==> src/rtl/expr_char_if.sv <==
// Load and character-stream bus between an expression source and the ASCII transmitter.
// master = transmitter side, slave = source/sink side.
interface expr_char_if #(
  parameter int unsigned MAX_TERMS = 4
);
  localparam int unsigned DW = 4 * MAX_TERMS;
  localparam int unsigned OW = MAX_TERMS - 1;

  logic          start;
  logic [3:0]    term_cnt;
  logic [DW-1:0] digits;
  logic [OW-1:0] ops;
  logic [7:0]    out_char;
  logic          out_valid;
  logic          out_ready;
  logic          busy;
  logic          done;
  logic          err;

  modport master (
    input  start, term_cnt, digits, ops, out_ready,
    output out_char, out_valid, busy, done, err
  );

  modport slave (
    output start, term_cnt, digits, ops, out_ready,
    input  out_char, out_valid, busy, done, err
  );
endinterface

==> src/rtl/expr_char_tx.sv <==
// Serializes a packed BCD expression as ASCII characters over a valid/ready stream.
// Optional EXPR_TX_TERMINATOR_EN appends '=' after the final digit.
module expr_char_tx #(
  parameter int unsigned MAX_TERMS = 4
) (
  input logic        clk,
  input logic        clr_n,
  expr_char_if.master bus
);
  localparam int unsigned KW = (MAX_TERMS > 1) ? $clog2(MAX_TERMS) : 1;
  localparam logic [7:0] CH_NUL  = 8'h00;
  localparam logic [7:0] CH_PLUS = 8'h2B;
  localparam logic [7:0] CH_STAR = 8'h2A;
`ifdef EXPR_TX_TERMINATOR_EN
  localparam logic [7:0] CH_EQ   = 8'h3D;
`endif

  typedef enum logic [1:0] {
    IDLE = 2'd0,
    NUM  = 2'd1,
`ifdef EXPR_TX_TERMINATOR_EN
    OP   = 2'd2,
    END  = 2'd3
`else
    OP   = 2'd2
`endif
  } state_t;

  // Latched expression; ops padded to MAX_TERMS so it shares the digit index.
  typedef struct packed {
    logic [MAX_TERMS-1:0][3:0] dig;
    logic [MAX_TERMS-1:0]      ops;
    logic [KW-1:0]             last;
  } expr_t;

  state_t                    state;
  expr_t                     expr;
  logic [KW-1:0]             k;
  logic [7:0]                out_char;
  logic                      out_valid;
  logic                      busy;
  logic                      done;
  logic                      err;

  logic [MAX_TERMS-1:0][3:0] dig_in_c;
  logic                      reject_c;

  assign dig_in_c = bus.digits;

  // Only the terms that will actually be sent must be legal BCD.
  always_comb begin
    reject_c = (bus.term_cnt == 4'd0) || (bus.term_cnt > 4'(MAX_TERMS));
    for (int i = 0; i < int'(MAX_TERMS); i++) begin
      if ((4'(i) < bus.term_cnt) && (dig_in_c[KW'(i)] > 4'd9)) begin
        reject_c = 1'b1;
      end
    end
  end

  function automatic logic [7:0] digit_char(input logic [3:0] d);
    return {4'h3, d};
  endfunction

  function automatic logic [7:0] op_char(input logic op);
    return op ? CH_STAR : CH_PLUS;
  endfunction

  // Character sequencer; out_valid is high in every non-IDLE state, so acceptance is out_ready.
  always_ff @(posedge clk or negedge clr_n) begin
    if (!clr_n) begin
      state     <= IDLE;
      expr      <= '0;
      k         <= '0;
      out_char  <= CH_NUL;
      out_valid <= 1'b0;
      busy      <= 1'b0;
      done      <= 1'b0;
      err       <= 1'b0;
    end else begin
      done <= 1'b0;
      err  <= 1'b0;
      case (state)
        IDLE: begin
          if (bus.start) begin
            if (reject_c) begin
              err <= 1'b1;
            end else begin
              expr.dig  <= dig_in_c;
              expr.ops  <= {1'b0, bus.ops};
              expr.last <= KW'(bus.term_cnt - 4'd1);
              k         <= '0;
              state     <= NUM;
              out_char  <= digit_char(dig_in_c[0]);
              out_valid <= 1'b1;
              busy      <= 1'b1;
            end
          end
        end

        NUM: begin
          if (bus.out_ready) begin
            if (k == expr.last) begin
`ifdef EXPR_TX_TERMINATOR_EN
              state    <= END;
              out_char <= CH_EQ;
`else
              state     <= IDLE;
              out_char  <= CH_NUL;
              out_valid <= 1'b0;
              busy      <= 1'b0;
              done      <= 1'b1;
`endif
            end else begin
              state    <= OP;
              out_char <= op_char(expr.ops[k]);
            end
          end
        end

        OP: begin
          if (bus.out_ready) begin
            k        <= k + KW'(1);
            state    <= NUM;
            out_char <= digit_char(expr.dig[k + KW'(1)]);
          end
        end

`ifdef EXPR_TX_TERMINATOR_EN
        END: begin
          if (bus.out_ready) begin
            state     <= IDLE;
            out_char  <= CH_NUL;
            out_valid <= 1'b0;
            busy      <= 1'b0;
            done      <= 1'b1;
          end
        end
`endif

        default: begin
          state     <= IDLE;
          out_char  <= CH_NUL;
          out_valid <= 1'b0;
          busy      <= 1'b0;
        end
      endcase
    end
  end

  assign bus.out_char  = out_char;
  assign bus.out_valid = out_valid;
  assign bus.busy      = busy;
  assign bus.done      = done;
  assign bus.err       = err;

endmodule
==> src/flat_wrapper.sv <==
// flat-port wrapper written by rule: the top's interface ports become plain ports
module expr_char_tx_flat 
#(
  parameter int unsigned MAX_TERMS = 4
)
  (clk, clr_n, bus_start, bus_term_cnt, bus_digits, bus_ops, bus_out_ready, bus_out_char, bus_out_valid, bus_busy, bus_done, bus_err);
  expr_char_if #(.MAX_TERMS(MAX_TERMS)) bus_i ();
  input logic clk;
  input logic clr_n;
  input wire logic [$bits(bus_i.start)-1:0] bus_start;
  input wire logic [$bits(bus_i.term_cnt)-1:0] bus_term_cnt;
  input wire logic [$bits(bus_i.digits)-1:0] bus_digits;
  input wire logic [$bits(bus_i.ops)-1:0] bus_ops;
  input wire logic [$bits(bus_i.out_ready)-1:0] bus_out_ready;
  output wire logic [$bits(bus_i.out_char)-1:0] bus_out_char;
  output wire logic [$bits(bus_i.out_valid)-1:0] bus_out_valid;
  output wire logic [$bits(bus_i.busy)-1:0] bus_busy;
  output wire logic [$bits(bus_i.done)-1:0] bus_done;
  output wire logic [$bits(bus_i.err)-1:0] bus_err;
  assign bus_i.start = bus_start;
  assign bus_i.term_cnt = bus_term_cnt;
  assign bus_i.digits = bus_digits;
  assign bus_i.ops = bus_ops;
  assign bus_i.out_ready = bus_out_ready;
  assign bus_out_char = bus_i.out_char;
  assign bus_out_valid = bus_i.out_valid;
  assign bus_busy = bus_i.busy;
  assign bus_done = bus_i.done;
  assign bus_err = bus_i.err;
  expr_char_tx #(.MAX_TERMS(MAX_TERMS)) u_core (.clk(clk), .clr_n(clr_n), .bus(bus_i));
endmodule
==> config.mk <==
export PLATFORM = sky130hd
export DESIGN_NAME = expr_char_tx_flat
export DESIGN_NICKNAME = d
export VERILOG_FILES = /design/src/rtl/expr_char_if.sv /design/src/rtl/expr_char_tx.sv /design/src/flat_wrapper.sv
export SDC_FILE = /design/constraint.sdc
export NUM_CORES = 1
export LEC_CHECK = 0
export CORE_MARGIN = 4
export CORE_UTILIZATION = 47
export DETAILED_ROUTE_END_ITERATION = 8
export PLACE_DENSITY = 0.86
export SLEW_MARGIN = 15
export SYNTH_ARGS = -nofsm -noshare
export SYNTH_HDL_FRONTEND = slang
export SYNTH_SLANG_ARGS = --single-unit
==> constraint.sdc <==
create_clock -name clk -period 3.9 [get_ports clk]
set_input_delay 0.78 -clock clk [delete_from_list [all_inputs] [get_ports clk]]
set_output_delay 0.78 -clock clk [all_outputs]
set_load 0.03 [all_outputs]
==> key figures <==
Route
  – Drt drc: 0
  – Vias per inst: 5.29
  – Detailed Route WL: roughly 3700 um
  – Iteration-0 DRC Markers: 74
  – Number of routed nets with antenna violations: 0
  – DRT Pass-1 Iters: 4
  – DR vias: around 1200
  – Per-cell routed wire length: 15.9 um

Floorplanning
  – Io pins: 39
  – Core area: 3690 um2
  – Die Footprint: 4890 um2
  – Row Count: 22
  – Chip height: 70.0 um
  – Die Span X: 70.0 um
  – Starting density of the core: 0.489

Synth
  – Post-synth top area share: 0.458
  – Top_reg_cell synth: dfrtp_1
  – Count leader, synth: dfrtp_1
  – Sequential area share after synthesis: 0.458
  – Yosys top cell by area: dfrtp_1
  – Async S/R FF share, synth: 1.00
  – Distinct cell type count after synthesis: 40
  – Most area-consuming cells after synthesis: dfrtp_1 (46%), mux2_4 (15%), mux2i_1 (4.4%), mux2_2 (4.4%), a21oi_1 (1.9%)
  – Mapped Cells: about 150
  – Mapped Avg Cell Area: around 12 um2
  – Synth Register Bits: 33
  – Cell area after synthesis: 1800 um2
  – Synth warn: 0
  – Post-synth EDFFs: 0
  – Commonest cells post-synth: dfrtp_1 (33), mux2_4 (18), mux2i_1 (8), a21oi_1 (7), mux2_2 (7)

Global route
  – Grt met3 use: 0.0532
  – M2 GR Usage: 0.259
  – Wire length of the first global-routing pass: 6150 um
  – Grt peak-use layer: met2
  – GRT Util Overall: 0.160
  – Total gr overflow: 0
  – Vias in the first global route: 1296
  – Met1 Resource Use GR: 0.195
  – Initial antenna violation count: 0
  – Largest net degree at the start of global routing: 34

STA
  – Final min period: 2.66 ns
  – Slack of the critical path: between 1 and 1.5 ns
  – Clock Skew: 0.00700 ns
  – Final period util: 0.681
  – # setup viols final: 0
  – Hold slack: about 0.5 ns
  – Setup TNS: 0 ns
  – Worst slew pin tran: 0.606 ns
  – Unrepaired setup endpoints after global routing: no
  – Fmax: 376 MHz
  – Fin. Hold Viols: 0
  – Relative max-transition margin: 0.596
  – Fin. max-slew vios: 0

CTS
  – Clk_lat worst skew: 0.29 ns
  – Root buf cell: clkbuf_8
  – Sink Count: 33
  – CTS Hold Buffers Added: 0
  – Worst-path clk slew: 0.06 ns
  – H-tree levels: 2
  – Clock tree buffer depth: 2
  – CTS tree: yes
  – Resized cells post-CTS: 0
  – Post-CTS setup buffer count: 0
  – CTS buffer count: 5

Final layout
  – Antenna cells: 0
  – Share of post-route cells with drive strength above 1: 0.208
  – Final net count: 210
  – Area delta synth->final: 24.5%
  – Layout Utilization: 0.609

Worst setup path
  – CP required: roughly 4.1 ns
  – Peak fanout along the critical path: 16
  – CP arrival: 2.82 ns
  – Setup CP Type: primary input to register
  – CP Launch Type: primary input
  – CP endpoint kind: register

Placed design
  – Buffers on Ports: 36
  – DP HPWL: 2760 um
  – Pre-CTS setup slack: 0.977 ns
  – Final Wtd Congestion: 0.822

Pwr
  – Leak: 1.03 nW
  – Maximum vdd drop: 0.329 mV
  – Power Dens Cells: 753 nW/um2

Job
  – MaxCap Viol Count: 0

Run status
  – Status: complete, no violations

Min path
  – Hold Crit Class: register to register
layout by cell type (no fill, tap or decap), types with 2 or more instances in the layout:
cell type,Yosys,layout
clkdlybuf4s50_1,0,36
dfrtp_1,33,33
mux2_4,18,18
mux2i_1,8,8
a21oi_1,7,7
mux2_2,7,7
inv_1,6,6
nor2_1,5,5
o21ai_0,5,5
clkbuf_8,0,5
nand2b_1,4,4
o21a_1,3,3
o211ai_1,3,3
nand2_1,3,3
a22oi_1,3,3
o2bb2ai_1,3,3
clkbuf_1,4,3
nor2b_1,2,2
xor2_1,2,2
nor3_1,2,2
o22ai_1,2,2
o21bai_1,2,2
nand3b_1,2,2
conb_1,1,2
buf_4,4,2
layer usage:
| layer | vias to the layer above | wire length [um] |
|---|---|---|
| met5 | - | 0 |
| met4 | 0 | 73 |
| met3 | 7 | 201 |
| met1 | 581 | 1590 |
| li1 | 597 | - |
| met2 | 36 | 1800 |
metrics by stage:
step | area [um2] | total power, W | instances
floorplan | 1810 | 0.00123 | 149
global placement | 2170 | 0.00142 | 223
detailed placement | 2170 | 0.00145 | 223
CTS | 2250 | 0.00169 | 231
global route | 2250 | 0.00181 | 231
finish | 2250 | 0.00169 | 231
final timing paths:
| kind | start | endpoint | slack, ns | cells after the start |
|---|---|---|---|---|
| worst max register to register | u_core.state[1] | u_core.expr[20] | 1.86 | 4 |
| min in group asynchronous | clr_n | u_core.expr[13] | 0.89 | 2 |
| max in group asynchronous | clr_n | u_core.state[0] | 2.71 | 2 |
| worst min-delay path | u_core.bus.out_char[2] | u_core.bus.out_char[2] | 0.50 | 1 |
| worst max-delay path | bus_term_cnt[0] | u_core.expr[20] | 1.24 | 8 |
| worst min register to register | u_core.bus.out_char[2] | u_core.bus.out_char[2] | 0.50 | 1 |
registers in the layout (all words and copies together), names as in the netlist:
signal	flops
u_core.bus.done	1
u_core.bus.err	1
u_core.bus.out_char	5
u_core.expr	21
u_core.k	2
u_core.bus.out_valid	1
u_core.state	2
critical path, stage by stage:
cell             delay, ns
clkdlybuf4s50_1       0.48
inv_1                 0.06
ha_1                  0.18
nor2b_1               0.16
nor3_2                0.21
nand4_2               0.30
buf_4                 0.34
mux2_4                0.32
logic make-up after synthesis:
logic type | share of synthesized area
xor gates and xnor gates | 0.00971
DFF | 0.458
buffers and inverters | 0.0555
AOI/OAI and AO/OA | 0.128
muxes | 0.250
adders and majority gates | 0.00693
other | 0.00208
and+or+nand+nor | 0.0895
where the power goes:
group,switching [W],leakage (nW),internal [W]
Combinational,0.000330,0.592,0.000434
Sequential,0.000179,0.396,0.000506
Clock,0.000114,0.0395,0.000126
Total,0.000623,1.03,0.00107
area by class of cell:
class	count	area [um2]
well taps	48	60.1
multi-input cells	98	882
fillers	316	1440
flip-flops and latches	33	826
repair buffers	38	375
inverters	6	22.5
clock buffers	8	80.1
Power figures use the tool's default switching activity.
